--- src/rtl/mini_core_param.sv ---
// mini_core_param: 16-bit instruction, multi-cycle (FETCH/DECODE/EXEC/WB) core
// with a 16-entry register file, writable instruction memory and debug read port.
module mini_core_param #(
  parameter int unsigned DATA_W  = 8,
  parameter int unsigned IMEM_AW = 4
) (
  input  logic               clk,
  input  logic               rst,
  input  logic               start,
  input  logic               imem_we,
  input  logic [IMEM_AW-1:0] imem_waddr,
  input  logic [15:0]        imem_wdata,
  input  logic [3:0]         dbg_sel,
  output logic               busy,
  output logic               halted,
  output logic [IMEM_AW-1:0] pc,
  output logic [DATA_W-1:0]  dbg_data,
  output logic [15:0]        retired
);

  localparam int unsigned IMEM_DEPTH = 1 << IMEM_AW;
  localparam int unsigned NUM_REGS   = 16;
  localparam int unsigned INSTR_W    = 16;

  localparam logic [3:0] OP_LDI  = 4'h1;
  localparam logic [3:0] OP_ADD  = 4'h2;
  localparam logic [3:0] OP_SUB  = 4'h3;
  localparam logic [3:0] OP_AND  = 4'h4;
  localparam logic [3:0] OP_OR   = 4'h5;
  localparam logic [3:0] OP_XOR  = 4'h6;
  localparam logic [3:0] OP_BEQZ = 4'h7;
  localparam logic [3:0] OP_JMP  = 4'h8;
  localparam logic [3:0] OP_HALT = 4'hF;

  typedef enum logic [2:0] {
    S_IDLE,
    S_FETCH,
    S_DECODE,
    S_EXEC,
    S_WB,
    S_HALT
  } state_t;

  state_t state;
  state_t state_next;

  logic [INSTR_W-1:0] imem [IMEM_DEPTH];
  logic [DATA_W-1:0]  regs [NUM_REGS];

  logic [INSTR_W-1:0] ir;
  logic [3:0]         op;
  logic [3:0]         ra;
  logic [3:0]         rb;
  logic [3:0]         rc;
  logic [7:0]         imm;

  logic [DATA_W-1:0]  a_val;
  logic [DATA_W-1:0]  b_val;
  logic [DATA_W-1:0]  c_val;

  logic [DATA_W-1:0]  alu_result;
  logic               alu_we;
  logic [IMEM_AW-1:0] pc_calc;

  logic [DATA_W-1:0]  result;
  logic               result_we;
  logic [IMEM_AW-1:0] pc_new;

  assign op  = ir[15:12];
  assign ra  = ir[11:8];
  assign rb  = ir[7:4];
  assign rc  = ir[3:0];
  assign imm = ir[7:0];

  assign dbg_data = regs[dbg_sel];

  // State register plus registered status flags derived from the next state
  always_ff @(posedge clk) begin
    if (rst) begin
      state  <= S_IDLE;
      busy   <= 1'b0;
      halted <= 1'b0;
    end else begin
      state  <= state_next;
      busy   <= (state_next inside {S_FETCH, S_DECODE, S_EXEC, S_WB});
      halted <= (state_next == S_HALT);
    end
  end

  // Next-state logic: one pass through FETCH..WB per instruction
  always_comb begin
    state_next = state;
    case (state)
      S_IDLE, S_HALT: if (start) state_next = S_FETCH;
      S_FETCH:        state_next = S_DECODE;
      S_DECODE:       state_next = S_EXEC;
      S_EXEC:         state_next = S_WB;
      S_WB:           state_next = (op == OP_HALT) ? S_HALT : S_FETCH;
      default:        state_next = S_IDLE;
    endcase
  end

  // Instruction memory write port, locked out while an instruction is in flight
  always_ff @(posedge clk) begin
    if (imem_we && !busy) begin
      imem[imem_waddr] <= imem_wdata;
    end
  end

  // Execute stage: ALU result, write enable and next pc for the latched instruction
  always_comb begin
    alu_result = '0;
    alu_we     = 1'b0;
    pc_calc    = pc + IMEM_AW'(1);
    case (op)
      OP_LDI: begin
        alu_result = DATA_W'(imm);
        alu_we     = 1'b1;
      end
      OP_ADD: begin
        alu_result = b_val + c_val;
        alu_we     = 1'b1;
      end
      OP_SUB: begin
        alu_result = b_val - c_val;
        alu_we     = 1'b1;
      end
      OP_AND: begin
        alu_result = b_val & c_val;
        alu_we     = 1'b1;
      end
      OP_OR: begin
        alu_result = b_val | c_val;
        alu_we     = 1'b1;
      end
      OP_XOR: begin
        alu_result = b_val ^ c_val;
        alu_we     = 1'b1;
      end
      OP_BEQZ: if (a_val == '0) pc_calc = IMEM_AW'(imm);
      OP_JMP:  pc_calc = IMEM_AW'(imm);
      OP_HALT: pc_calc = pc;
      default: ;
    endcase
  end

  // Datapath: fetch, operand latch, execute latch and write-back/retire
  always_ff @(posedge clk) begin
    if (rst) begin
      pc        <= '0;
      ir        <= '0;
      a_val     <= '0;
      b_val     <= '0;
      c_val     <= '0;
      result    <= '0;
      result_we <= 1'b0;
      pc_new    <= '0;
      retired   <= '0;
      for (int i = 0; i < int'(NUM_REGS); i++) begin
        regs[i] <= '0;
      end
    end else begin
      case (state)
        S_IDLE, S_HALT: if (start) pc <= '0;
        S_FETCH:        ir <= imem[pc];
        S_DECODE: begin
          a_val <= regs[ra];
          b_val <= regs[rb];
          c_val <= regs[rc];
        end
        S_EXEC: begin
          result    <= alu_result;
          result_we <= alu_we;
          pc_new    <= pc_calc;
        end
        S_WB: begin
          if (result_we) regs[ra] <= result;
          pc <= pc_new;
          if (retired != 16'hFFFF) retired <= retired + 16'd1;
        end
        default: ;
      endcase
    end
  end

endmodule

--- config.mk ---
export PLATFORM = sky130hd
export DESIGN_NAME = mini_core_param
export DESIGN_NICKNAME = d
export VERILOG_FILES = /design/src/rtl/mini_core_param.sv
export SDC_FILE = /design/constraint.sdc
export NUM_CORES = 1
export LEC_CHECK = 0
export ABC_AREA = 1
export BUFFER_PORTS_ARGS = -buffer_cell sky130_fd_sc_hd__buf_2
export CORE_UTILIZATION = 50
export CTS_BUF_LIST = sky130_fd_sc_hd__clkbuf_8
export DETAILED_ROUTE_END_ITERATION = 10
export PLACE_DENSITY = 0.66
export SLEW_MARGIN = 20
export SYNTH_ARGS = -nofsm -noshare
export SYNTH_HDL_FRONTEND = slang
export SYNTH_SLANG_ARGS = --single-unit
--- constraint.sdc ---
create_clock -name clk -period 4 [get_ports clk]
set_input_delay 0.8 -clock clk [delete_from_list [all_inputs] [get_ports clk]]
set_output_delay 0.8 -clock clk [all_outputs]
set_load 0.005 [all_outputs]
# Word-level counts from Yosys, hierarchy flattened
# Memory sizes are Yosys's and may differ from the RTL's. A register that Yosys moved wholly into a read port is not among the register bits.
# Index checks and enable logic that the tools add are counted.
# W data, S select, Z words.
dict set report word_totals {
  elab_cells 69
  ff_bits 38
  ramBits 384
  out_inout_bits 30
  n_memories 2
  input_bits 28
}
dict set report op_classes {
  addsub 4
  muxes 20
  n_eq_ne 21
  bitwise_logic 3
  reduce_logical 11
}
# name depth word_bits read_ports rd_ports_with_merged_regs wr line
set memory_table {}
lappend memory_table {imem 16 16 1 1 1 47} ;# logic [INSTR_W-1:0] imem [IMEM_DEPTH];
lappend memory_table {regs 16 8 4 3 16 48} ;# logic [DATA_W-1:0] regs [NUM_REGS];
# operator n
set ops {}
lappend ops {{$pmux W8 S6} 1}
lappend ops {{$add A16 B1 Y16 const B} 1}
lappend ops {{$eq A4 B3 Y1 const B} 4}
lappend ops {{$ne A16 B16 Y1 const B} 1}
lappend ops {{$pmux W3 S5} 1}
lappend ops {{$eq A3 B2 Y1 const B} 4}
lappend ops {{$eq A3 B3 Y1 const B} 4}
lappend ops {{$mux W4} 3}
lappend ops {{$pmux W4 S3} 1}
lappend ops {{$mux W1} 10}
lappend ops {{$add A8 B8 Y8} 1}
lappend ops {{$and A8 B8 Y8} 1}
lappend ops {{$eq A4 B2 Y1 const B} 2}
lappend ops {{$eq A4 B4 Y1 const B} 2}
lappend ops {{$logic_not A8 Y1} 1}
lappend ops {{$mux W8} 1}
lappend ops {{$or A8 B8 Y8} 1}
lappend ops {{$pmux W4 S2} 1}
lappend ops {{$reduce_or A8 Y1} 1}
lappend ops {{$sub A8 B8 Y8} 1}
lappend ops {{$xor A8 B8 Y8} 1}
lappend ops {{$eq A3 B1 Y1 const B} 2}
lappend ops {{$mux W3} 2}
lappend ops {{$reduce_or A6 Y1} 1}
lappend ops {{10 further kinds} 11}

# Depth between registers and ports, before layout
dict set report depth {
  word_depth 6
  ltp_mapped 17
  depth_no_buf 17
}

# Worst setup path before layout
# No wires, ideal clock.
dict set report synth_timing {
  kind {input port to output port}
  startpoint {input port dbg_sel[0]}
  endpoint {output port dbg_data[0]}
  t_required_ns 3.200
  arrival_ns 1.771
  stages 6
  n_path_buf 3
  slack_ns 1.429
  path_cell_list {buf_2 buf_2 buf_1 a21oi_1 o221ai_1 nand2_1}
}
dict set report synth_via {
  elab_chain_cells 1
}
# item line
set synth_lines {}
lappend synth_lines {{from (decl)} 13} ;# input logic [3:0] dbg_sel,
lappend synth_lines {{$mem_v2 Z16 W8} --}
lappend synth_lines {{to (decl)} 17} ;# output logic [DATA_W-1:0] dbg_data,
# Every way passes these cells.

# Final worst setup path
dict set report layout_timing {
  startpoint {input port dbg_sel[0]}
  endpoint {output port dbg_data[1]}
}
# Same word-level chain as after synthesis.

==> impl_results.md <==
* Outcome: finished clean
* Share of the synthesized area in the top cell type at 0.498
* Endpoints failing hold at 0
* Post-Route Utilization at 0.560
* Post-Synth Adder-Cell Area at 0.0149
* Pleak at 9.13 nW
* Detailed Place HPWL at 48.4 mm
* Resized cells post-CTS at 0
* Yosys top cell by area: edfxtp_1
* Max Fanout on Critical Path at 102
* Synth-to-Final Area Change at 10.1%
* Sequential power share at 0.459
* Largest family of logic cells by synthesized area: compound AO/OA/AOI/OAI gates
* Pint at 8.30 mW
* Simple-gate share of the synthesized area at 0.162
* Final Cycle Share at 0.829
* ANT nets after route at 0
* Post-synthesis cell count at 2523
* Initial Util at 0.509
* Async SR Flop Fraction at 0
* Vias in the first global route at 18100
* Routed WL per cell at 23.1 um
* Launch point of the critical path: dbg_sel[0]
* PortBufs at 57
* First-pass GRT wire length at 110 mm
* CP startpoint kind: input pin
* Worst endpoint required time at 3.20 ns
* Synth Register Bits at 462
* Reg clk slew, reported paths at 0.06 ns
* Root buf cell: clkbuf_8
* Psw at 4.02 mW
* Cell Area, Synth at 23100 um^2
* Post-CTS setup buffer count at 0
* Cell row count at 78
* Fmax achieved at 302 MHz
* Unique cell type count in the Yosys netlist at 39
* DR iter-0 viols at 2485
* Synthesized Nets at 2578
* Clock skew at 0.0389 ns
* Worst Hold Launch: pc_new[0]$_SDFFE_PP0N_
* H-tree depth at 3
* Post-Place Cells at 3066
* Hold crit path type: flop to flop
* RR Startpoint: state[2]$_SDFF_PP0_
* Ranking of synthesized cells by area: edfxtp_1 50%, dfxtp_1 6.7%, nor2_1 6.5%
* Fraction of layout cells with a size suffix above 1 at 0.0986
* Comb power frac at 0.211
* Setup tns final at 0 ns
* Clock Latency Late Sink at 0.68 ns
* DRC viols at 0
* Vias post-DR at 19300
* Slew Viols, Final at 0
* Die H at 217 um
* Overflow after GRT at 0
* Drt total wl at 74.0 mm
* Max clock buf depth at 3
* Largest net degree at the start of global routing at 103
* Clk network pwr share at 0.330
* GP Congestion at 1.03
* Switching portion of total power at 0.326
* Tot GR Track Use at 0.314
* Tightest Pin Transition at 1.14 ns
* Minimum clock period at 3.31 ns
* Predominant post-synthesis flop cell: edfxtp_1
* Post-synth EDFFs at 384
* Pwr per Cell Area at 484 nW/um^2
* Mux cell area share after synthesis at 0
* Die area at 47100 um^2
* Hold-fix buffers, CTS at 0
* RSZ-0062 raised after global routing: false
* TritonCTS Sinks at 462
* Xor/xnor share of the synthesized area at 0.00568
* Max-Cap Viols at 0
* Sequential share of the synthesized area at 0.566
* Syn_area_per_cell at 9.17 um^2
* Nets at 2600
* Compound-Gate Fraction of Synth Area at 0.188
* DR pass1 iterations at 8
* Final std cells w/o fill at 3206
* CP Capture Type: output port
* Diode count at 0
* Die outline width at 217 um
* Initial antenna violation count at 0
* Total power at 12.3 mW
* Synth warnings at 0
* Cts bufs inserted at 77
* CTS tree: done
* Core Area at 45500 um^2
* Crit path kind: input pin to output port
* CP arrival at 2.51 ns
* Slew headroom at 0.237
* Peak supply drop at 628 uV
* Setup violators final at 0
* Io pins at 58
* WHS at 0.458 ns
* Vias/cell at 6.03
==> flip-flops by register name, summed over array words and instances (netlist names) <==
name       flops
imem         256
regs         128
ir            16
retired       16
a_val          8
b_val          8
c_val          8
result         8
pc             4
pc_new         4
state          3
busy           1
halted         1
result_we      1
==> per-stage QoR <==
stage,area [um^2],setup WS [ns]
after floorplan,23100,1.43
after global placement,24000,0.741
after detailed placement,24000,0.722
after CTS,25500,0.714
after global routing,25500,0.518
final,25500,0.685
==> logic make-up (layout without fill, tap and decap cells) <==
kind of cell,Yosys count,count (layout)
XOR/XNOR,15,15
AO/OA/AOI/OAI,737,737
adder cells (fa/ha/maj),27,27
buffers and inverters,372,455
flip-flops,462,462
AND/OR/NAND/NOR,910,910
==> Yosys cell counts, types with 7 or more instances <==
| cell type | count |
|---|---|
| edfxtp_1 | 384 |
| nand4_1 | 8 |
| a22oi_1 | 49 |
| ha_1 | 26 |
| buf_2 | 50 |
| buf_1 | 19 |
| nor2_1 | 402 |
| nor3_1 | 8 |
| inv_2 | 7 |
| a21oi_1 | 191 |
| clkbuf_1 | 94 |
| xor2_1 | 10 |
| o211ai_1 | 150 |
| dfxtp_1 | 78 |
| nand2_1 | 285 |
| inv_1 | 195 |
| nand3_1 | 193 |
| o21ai_0 | 299 |
| o221ai_1 | 31 |
==> layer usage <==
| metal | routed length (um) | share of wire | GRT usage | vias up |
|---|---|---|---|---|
| met2 | 33600 | 0.45 | 0.493 | 1003 |
| met5 | 0 | 0 | 0 | - |
| met3 | 6390 | 0.086 | 0.0628 | 247 |
| met1 | 29400 | 0.40 | 0.403 | 9083 |
| met4 | 4520 | 0.061 | 0.185 | 0 |
| li1 | - | - | - | 8986 |
==> worst paths after layout <==
check	slack [ns]	depth (start not counted)	to
worst max-delay path	0.69	8	dbg_data[1]
worst min-delay path	0.46	2	pc[0]$_SDFFE_PP0P_
worst max register to register	1.18	6	regs[1][5]$_SDFFCE_PN0P_
worst min register to register	0.46	2	pc[0]$_SDFFE_PP0P_
==> worst max-delay path: stages <==
cell and delay (ns):
buf_4 0.62, buf_4 0.31, a21oi_1 0.08, o21ai_0 0.08, nand2_1 0.07, o221ai_1 0.23, nand2_1 0.14, buf_2 0.15
==> power by group through the flow <==
stage | clock [mW] | sequential, mW | combinational [mW]
global route | 4.33 | 5.67 | 2.82
floorplan | 0 | 5.59 | 1.76
finish | 4.07 | 5.65 | 2.59
global placement | 0 | 5.73 | 2.45
CTS | 4.14 | 5.64 | 2.51
detailed placement | 0 | 5.74 | 2.50
==> area by class of cell <==
cell class | count | area [um^2]
Clock inverter | 55 | 334
Multi-Input combinational cell | 1689 | 8630
Fill cell | 4033 | 20000
Clock buffer | 85 | 1170
Tap cell | 600 | 751
Timing Repair Buffer | 108 | 696
Sequential cell | 462 | 13100
Inverter | 207 | 779
==> cell usage in the layout (no fill, tap or decap), types with 3 or more instances in the layout <==
cell	synthesis	routed
nor2_1	402	385
edfxtp_1	384	384
o21ai_0	299	299
nand2_1	285	285
inv_1	195	224
nand3_1	193	193
a21oi_1	191	191
o211ai_1	150	150
clkbuf_8	0	85
dfxtp_1	78	72
buf_2	50	56
buf_4	2	50
a22oi_1	49	49
o221ai_1	31	31
ha_1	26	26
nor2_2	1	17
xor2_1	10	10
clkinv_1	5	10
clkinv_2	0	9
nand4_1	8	8
inv_2	7	7
nor3_2	5	7
nor3_1	8	6
xnor2_1	5	5
o22ai_1	4	4
a31oi_1	3	3
o2111ai_1	3	3
inv_6	0	3
clkinvlp_4	0	3
dfxtp_2	0	3
dfxtp_4	0	3
No activity file was read; power rests on OpenSTA's default activity.
